[src/rtl/fetch_pkg.sv]
// Shared types and constants for the instruction-fetch front end.
package fetch_pkg;

    localparam int FETCH_PC_W  = 9;
    localparam int FETCH_INS_W = 32;
    localparam int PC_STEP     = 4;

    typedef struct packed {
        logic [FETCH_PC_W-1:0]  pc;
        logic [FETCH_INS_W-1:0] instr;
    } fetch_entry_t;

endpackage

[src/rtl/fetch_fifo.sv]
// Small synchronous FIFO of fetched {pc, instr} entries; clear wins over push and pop.
// The head is read combinationally so an entry is visible the cycle after it is written.
module fetch_fifo
    import fetch_pkg::*;
#(
    parameter type entry_t = fetch_entry_t,
    parameter int  DEPTH   = 4
) (
    input  logic                   clk,
    input  logic                   reset,
    input  logic                   push,
    input  logic                   pop,
    input  logic                   clear,
    input  entry_t                 wdata,
    output entry_t                 head,
    output logic [$clog2(DEPTH):0] count
);

    localparam int PTR_W = $clog2(DEPTH);
    localparam int CNT_W = PTR_W + 1;

    entry_t             mem [DEPTH];
    logic [PTR_W-1:0]   wr_ptr_reg;
    logic [PTR_W-1:0]   rd_ptr_reg;
    logic [CNT_W-1:0]   count_reg;
    logic               full;
    logic               empty;
    logic               do_push;
    logic               do_pop;

    assign full    = (count_reg == CNT_W'(DEPTH));
    assign empty   = (count_reg == '0);
    assign do_push = push & ~clear;
    assign do_pop  = pop & ~clear & ~empty;

    // Pointers are power-of-two wide, so they wrap modulo DEPTH on their own.
    always_ff @(posedge clk or negedge reset) begin
        if (!reset) begin
            wr_ptr_reg <= '0;
            rd_ptr_reg <= '0;
            count_reg  <= '0;
        end else if (clear) begin
            wr_ptr_reg <= '0;
            rd_ptr_reg <= '0;
            count_reg  <= '0;
        end else begin
            if (do_push) begin
                wr_ptr_reg <= wr_ptr_reg + PTR_W'(1);
            end
            if (do_pop) begin
                rd_ptr_reg <= rd_ptr_reg + PTR_W'(1);
            end
            count_reg <= count_reg + CNT_W'(do_push) - CNT_W'(do_pop);
        end
    end

    always_ff @(posedge clk) begin
        if (do_push) begin
            mem[wr_ptr_reg] <= wdata;
        end
    end

    assign head  = empty ? '0 : mem[rd_ptr_reg];
    assign count = count_reg;

    overflow_chk : assert property (@(posedge clk) disable iff (!reset)
        (push && !clear) |-> (!full || pop));

    underflow_chk : assert property (@(posedge clk) disable iff (!reset)
        (pop && !clear) |-> !empty);

endmodule

[src/rtl/fetch_queue.sv]
// Instruction-fetch front end: owns the PC, issues one imem read per cycle and
// queues returned {pc, instr} pairs for decode, with redirect flush and halt-with-drain.
module fetch_queue
    import fetch_pkg::*;
#(
    parameter int              PC_W     = 9,
    parameter int              INS_W    = 32,
    parameter int              DEPTH    = 4,
    parameter logic [PC_W-1:0] RESET_PC = '0
) (
    input  logic                   clk,
    input  logic                   reset,
    output logic                   imem_req,
    output logic [PC_W-1:0]        imem_addr,
    input  logic [INS_W-1:0]       imem_rdata,
    input  logic                   redirect_valid,
    input  logic [PC_W-1:0]        redirect_pc,
    input  logic                   halt,
    output logic                   id_valid,
    input  logic                   id_ready,
    output logic [PC_W-1:0]        id_pc,
    output logic [INS_W-1:0]       id_instr,
    output logic [$clog2(DEPTH):0] occupancy,
    output logic                   halted
);

    localparam int CNT_W = $clog2(DEPTH) + 1;
    localparam int SUM_W = CNT_W + 1;

    typedef struct packed {
        logic [PC_W-1:0]  pc;
        logic [INS_W-1:0] instr;
    } entry_t;

    logic [PC_W-1:0]  pc_reg;
    logic [PC_W-1:0]  pc_next;
    logic             inflight_reg;
    logic [PC_W-1:0]  inflight_pc_reg;
    logic             halted_reg;

    logic             pop;
    logic             push;
    logic [SUM_W-1:0] demand;
    logic             issue_ok;
    entry_t           wdata;
    entry_t           head;
    logic [CNT_W-1:0] count;

    // A pop coinciding with a redirect is discarded along with the rest of the queue.
    assign pop  = id_valid & id_ready & ~redirect_valid;
    // The response for last cycle's request is killed by a redirect this cycle.
    assign push = inflight_reg & ~redirect_valid;

    // Entries that will occupy the queue once everything already requested lands.
    assign demand   = SUM_W'(count) + SUM_W'(inflight_reg) - SUM_W'(pop);
    assign issue_ok = (demand < SUM_W'(DEPTH));

    // Gating with reset keeps the request low while reset is asserted.
    assign imem_req  = reset & ~halt & ~redirect_valid & issue_ok;
    assign imem_addr = pc_reg;

    always_comb begin
        pc_next = pc_reg;
        if (redirect_valid) begin
            pc_next = {redirect_pc[PC_W-1:2], 2'b00};
        end else if (imem_req) begin
            pc_next = pc_reg + PC_W'(PC_STEP);
        end
    end

    always_ff @(posedge clk or negedge reset) begin
        if (!reset) begin
            pc_reg          <= RESET_PC;
            inflight_reg    <= 1'b0;
            inflight_pc_reg <= '0;
            halted_reg      <= 1'b0;
        end else begin
            pc_reg          <= pc_next;
            inflight_reg    <= imem_req;
            inflight_pc_reg <= pc_reg;
            halted_reg      <= halt & ~imem_req;
        end
    end

    assign wdata.pc    = inflight_pc_reg;
    assign wdata.instr = imem_rdata;

    fetch_fifo #(
        .entry_t (entry_t),
        .DEPTH   (DEPTH)
    ) u_fifo (
        .clk   (clk),
        .reset (reset),
        .push  (push),
        .pop   (pop),
        .clear (redirect_valid),
        .wdata (wdata),
        .head  (head),
        .count (count)
    );

    assign id_valid  = (count != '0);
    assign id_pc     = head.pc;
    assign id_instr  = head.instr;
    assign occupancy = count;
    assign halted    = halted_reg;

endmodule

[config.mk]
export PLATFORM = sky130hd
export DESIGN_NAME = fetch_queue
export DESIGN_NICKNAME = d
export VERILOG_FILES = /design/src/rtl/fetch_pkg.sv /design/src/rtl/fetch_fifo.sv /design/src/rtl/fetch_queue.sv
export SDC_FILE = /design/constraint.sdc
export NUM_CORES = 1
export LEC_CHECK = 0
export BUFFER_PORTS_ARGS = -buffer_cell sky130_fd_sc_hd__clkbuf_2
export CELL_PAD_IN_SITES_DETAIL_PLACEMENT = 1
export CELL_PAD_IN_SITES_GLOBAL_PLACEMENT = 1
export CORE_ASPECT_RATIO = 0.5
export CORE_MARGIN = 1
export CORE_UTILIZATION = 40
export CTS_BUF_LIST = sky130_fd_sc_hd__clkbuf_16
export DETAILED_ROUTE_END_ITERATION = 10
export GPL_TIMING_DRIVEN = 0
export PLACE_DENSITY = 0.78
export SETUP_SLACK_MARGIN = 0.3
export SLEW_MARGIN = 20
export SYNTH_ARGS = -nofsm -noshare
export SYNTH_HDL_FRONTEND = slang
export SYNTH_HIERARCHICAL = 1
export SYNTH_SLANG_ARGS = --single-unit
[constraint.sdc]
create_clock -name clk -period 3.4 [get_ports clk]
set_clock_uncertainty 0.2 [all_clocks]
set_input_delay 0.68 -clock clk [delete_from_list [all_inputs] [get_ports clk]]
set_output_delay 0.68 -clock clk [all_outputs]
set_load 0.01 [all_outputs]
==> results by group <==
Outcome
  – Status: finished, violations left
  – Failing checks: negative setup slack

Synthesis
  – Register area share after synthesis: between 70% and 80%
  – Yosys reg bits: 187
  – Post-Syn Area: 0.00746 mm²
  – Post-synthesis compound-gate area fraction: approximately 1.7%
  – Yosys top cell by area: edfxtp_1
  – Post-Synth Adder-Cell Area: between 1.5 and 2%
  – Syn Area/Cell: roughly 20 µm²
  – Most frequent cell after synthesis: edfxtp_1
  – Asr flop ratio synth: around 12%
  – Share of the synthesized area in the top cell type: between 60 and 70%
  – Mux contribution to synthesized area: around 13%
  – Post-synth EDFFs: 164
  – Distinct cells, synth: 38
  – Synth warn: 6
  – Simple-gate share of the synthesized area: 5.98%
  – Syn Inst Count: roughly 380
  – Commonest cells post-synth: 164 x edfxtp_1, 45 x and2_1, 38 x mux4_2
  – Largest family of logic cells by synthesized area: multiplexers
  – XOR/XNOR Fraction of Synth Area: ~1.1%
  – Prevailing post-synth register cell: edfxtp_1
  – Synth area leaders: edfxtp_1 66%, mux4_2 11%, dfrtp_1 7.7%

Place
  – Placer congestion estimate: around 0.73
  – Area of placed instances: between 0.008 and 0.009 mm²
  – Post-DP HPWL: just over 9000 µm
  – Port bufs: 97
  – Worst slack at placement: -85.7 ps

Timing
  – Slew HR: a little over half
  – Slew Viols, Final: 0
  – Final Hold Viols: 0
  – Worst-Margin Slew: roughly 680 ps
  – Crit share post-route: 104%
  – Hold slack: slightly below 60 ps
  – RSZ-0062 raised after global routing: yes
  – Minimum clock period: 3540 ps
  – Worst setup margin: -145 ps
  – Setup violators final: 1
  – Fmax: 0.282 GHz

Global route
  – Global Route Usage Sum: around 16%
  – Global-route wire length before repair: between 20000 and 25000 µm
  – Grt total ovfl: 0
  – Largest net degree at the start of global routing: 42
  – Initial antenna violation count: 0
  – Vias in the first global route: ~4200

Route
  – Initial detailed-routing violation count: 197
  – Vias per inst: roughly 5
  – DR WL/cell: roughly 19 µm
  – Vias: about 3700
  – Initial DRT Pass Iterations: 4
  – Antenna-violating nets left: 0
  – Final wirelength: 14300 µm
  – Remaining DRCs: 0

Run
  – Max_cap viols: 0

Clock network
  – # hold bufs at CTS: 0
  – CTS root buffer: clkbuf_16
  – Clk_lat worst skew: ~420 ps
  – CTS tree: done
  – CTS sink cnt: roughly 190
  – Clock Path Buffers: 2
  – Reg clk slew, reported paths: around 70 ps
  – H-Tree Depth: 4
  – Inserted Clock Buffers: 17

Floorplan
  – Row cnt: 34
  – Die Span Y: 98.6 µm
  – Core Footprint: ~0.018 mm²
  – Io pins: a little over 100
  – Die area: a little under 0.02 mm²
  – Die extent in x: approximately 200 µm
  – Initial Util: a little over two fifths

Finish
  – Area of the multi-input gates: between 0.0015 and 0.002 mm²
  – Nets: 562
  – Final Util: between 50% and 60%
  – Share of cells above drive strength 1: between 30 and 40%
  – Diodes inserted: 0
  – Final instance area: approximately 0.009 mm²
  – Storage element area: 0.00550 mm²
  – Max reg flops: between 150 and 200
  – Fillers: ~1700
  – Syn-to-layout area delta: 19.8%

Min path
  – Hold crit path type: primary input to asynchronous set/reset pin

Critical path
  – CP Launch Type: register
  – Worst EP arrival: roughly 2700 ps
  – Required @ worst endpoint: ~2500 ps
  – Critical path class: register to primary output
  – Crit path max fanout: 2
  – Setup crit end kind: primary output

Power
  – Leak: 3.21 nW
  – VDD IR max: 0.368 mV
  – Pwr dens: about 500 mW/mm²
## metrics by stage
stage	instances	power, W	TNS (ps)
after global routing	752	0.00467	-223
after global placement	715	0.00273	-125280
after floorplan	384	0.00265	0
after detailed placement	715	0.00274	-85.7
after CTS	752	0.00456	-244
final	752	0.00450	-145
## timing repair
action                                  CTS  global route
resized for setup                        11            10
endpoints found under the setup margin    1            18
pin swaps                                 5             5
buffers inserted                          5             0
## kinds of logic (layout without fill, tap and decap cells)
family,Yosys count,after routing
adder cells (fa/ha/maj),11,11
multiplexers,44,44
other,1,10
flip-flops,187,187
AND/OR/NAND/NOR,78,78
XOR/XNOR,8,8
AO/OA/AOI/OAI,17,17
buffers and inverters,29,163
## routing by layer
metal  up-vias  track usage (%)  routed length (µm)
met1      1939             20.3                6250
li1       1708                -                   -
met2        62             28.2                7460
met3        13             3.66                 449
met4         0             5.51                 148
met5         -                0                   0
## final timing paths
| kind | end | depth (start not counted) | slack (ps) | from |
|---|---|---|---|---|
| worst max-delay path | imem_req | 9 | -140 | u_fifo/count[2] |
| worst min-delay path | inflight_pc_reg[8] | 1 | 60 | reset |
| worst max register to register | imem_addr[7] | 11 | 470 | u_fifo/count[2] |
| worst min register to register | inflight_pc_reg[7] | 0 | 250 | imem_addr[7] |
| max in group asynchronous | u_fifo/count[1] | 1 | 2510 | reset |
| min in group clk | inflight_pc_reg[7] | 0 | 250 | imem_addr[7] |
## layout make-up
class	count	share of cell area, %
sequential	187	61.6
multi-input combinational	168	21.0
timing repair buffer	102	5.85
clock buffer	17	4.76
tap	234	3.28
buffer	19	1.81
clock inverter	15	1.27
inverter	10	0.420
## power by group
| part | switching, W | total [W] | internal [W] |
|---|---|---|---|
| combinational | 0.0000769 | 0.000135 | 0.0000577 |
| sequential | 0.0000256 | 0.00255 | 0.00253 |
| clock | 0.000864 | 0.00181 | 0.000948 |
| total | 0.000967 | 0.00450 | 0.00353 |
## critical path, cell delays in order, from the launching register on
cell,delay [ps]
dfrtp_2,430
or3_4,390
and3b_2,230
ha_4,160
inv_2,60
ha_4,180
and3b_2,240
a211o_4,280
a21boi_4,130
buf_2,140
## layout by cell type (no fill, tap or decap), types with 4 or more instances in the layout
master | Yosys | layout
inv_6 | 0 | 6
buf_2 | 4 | 5
buf_4 | 2 | 7
nand2_1 | 11 | 11
nor2_1 | 8 | 7
edfxtp_1 | 164 | 164
conb_1 | 1 | 10
inv_1 | 10 | 10
and2_4 | 0 | 4
xnor2_1 | 7 | 7
ha_1 | 10 | 8
dfrtp_1 | 23 | 20
clkbuf_16 | 0 | 17
o21ai_1 | 5 | 5
and2_1 | 45 | 41
clkbuf_1 | 8 | 4
clkbuf_2 | 0 | 98
mux4_2 | 38 | 38
Power figures use the tool's default switching activity.
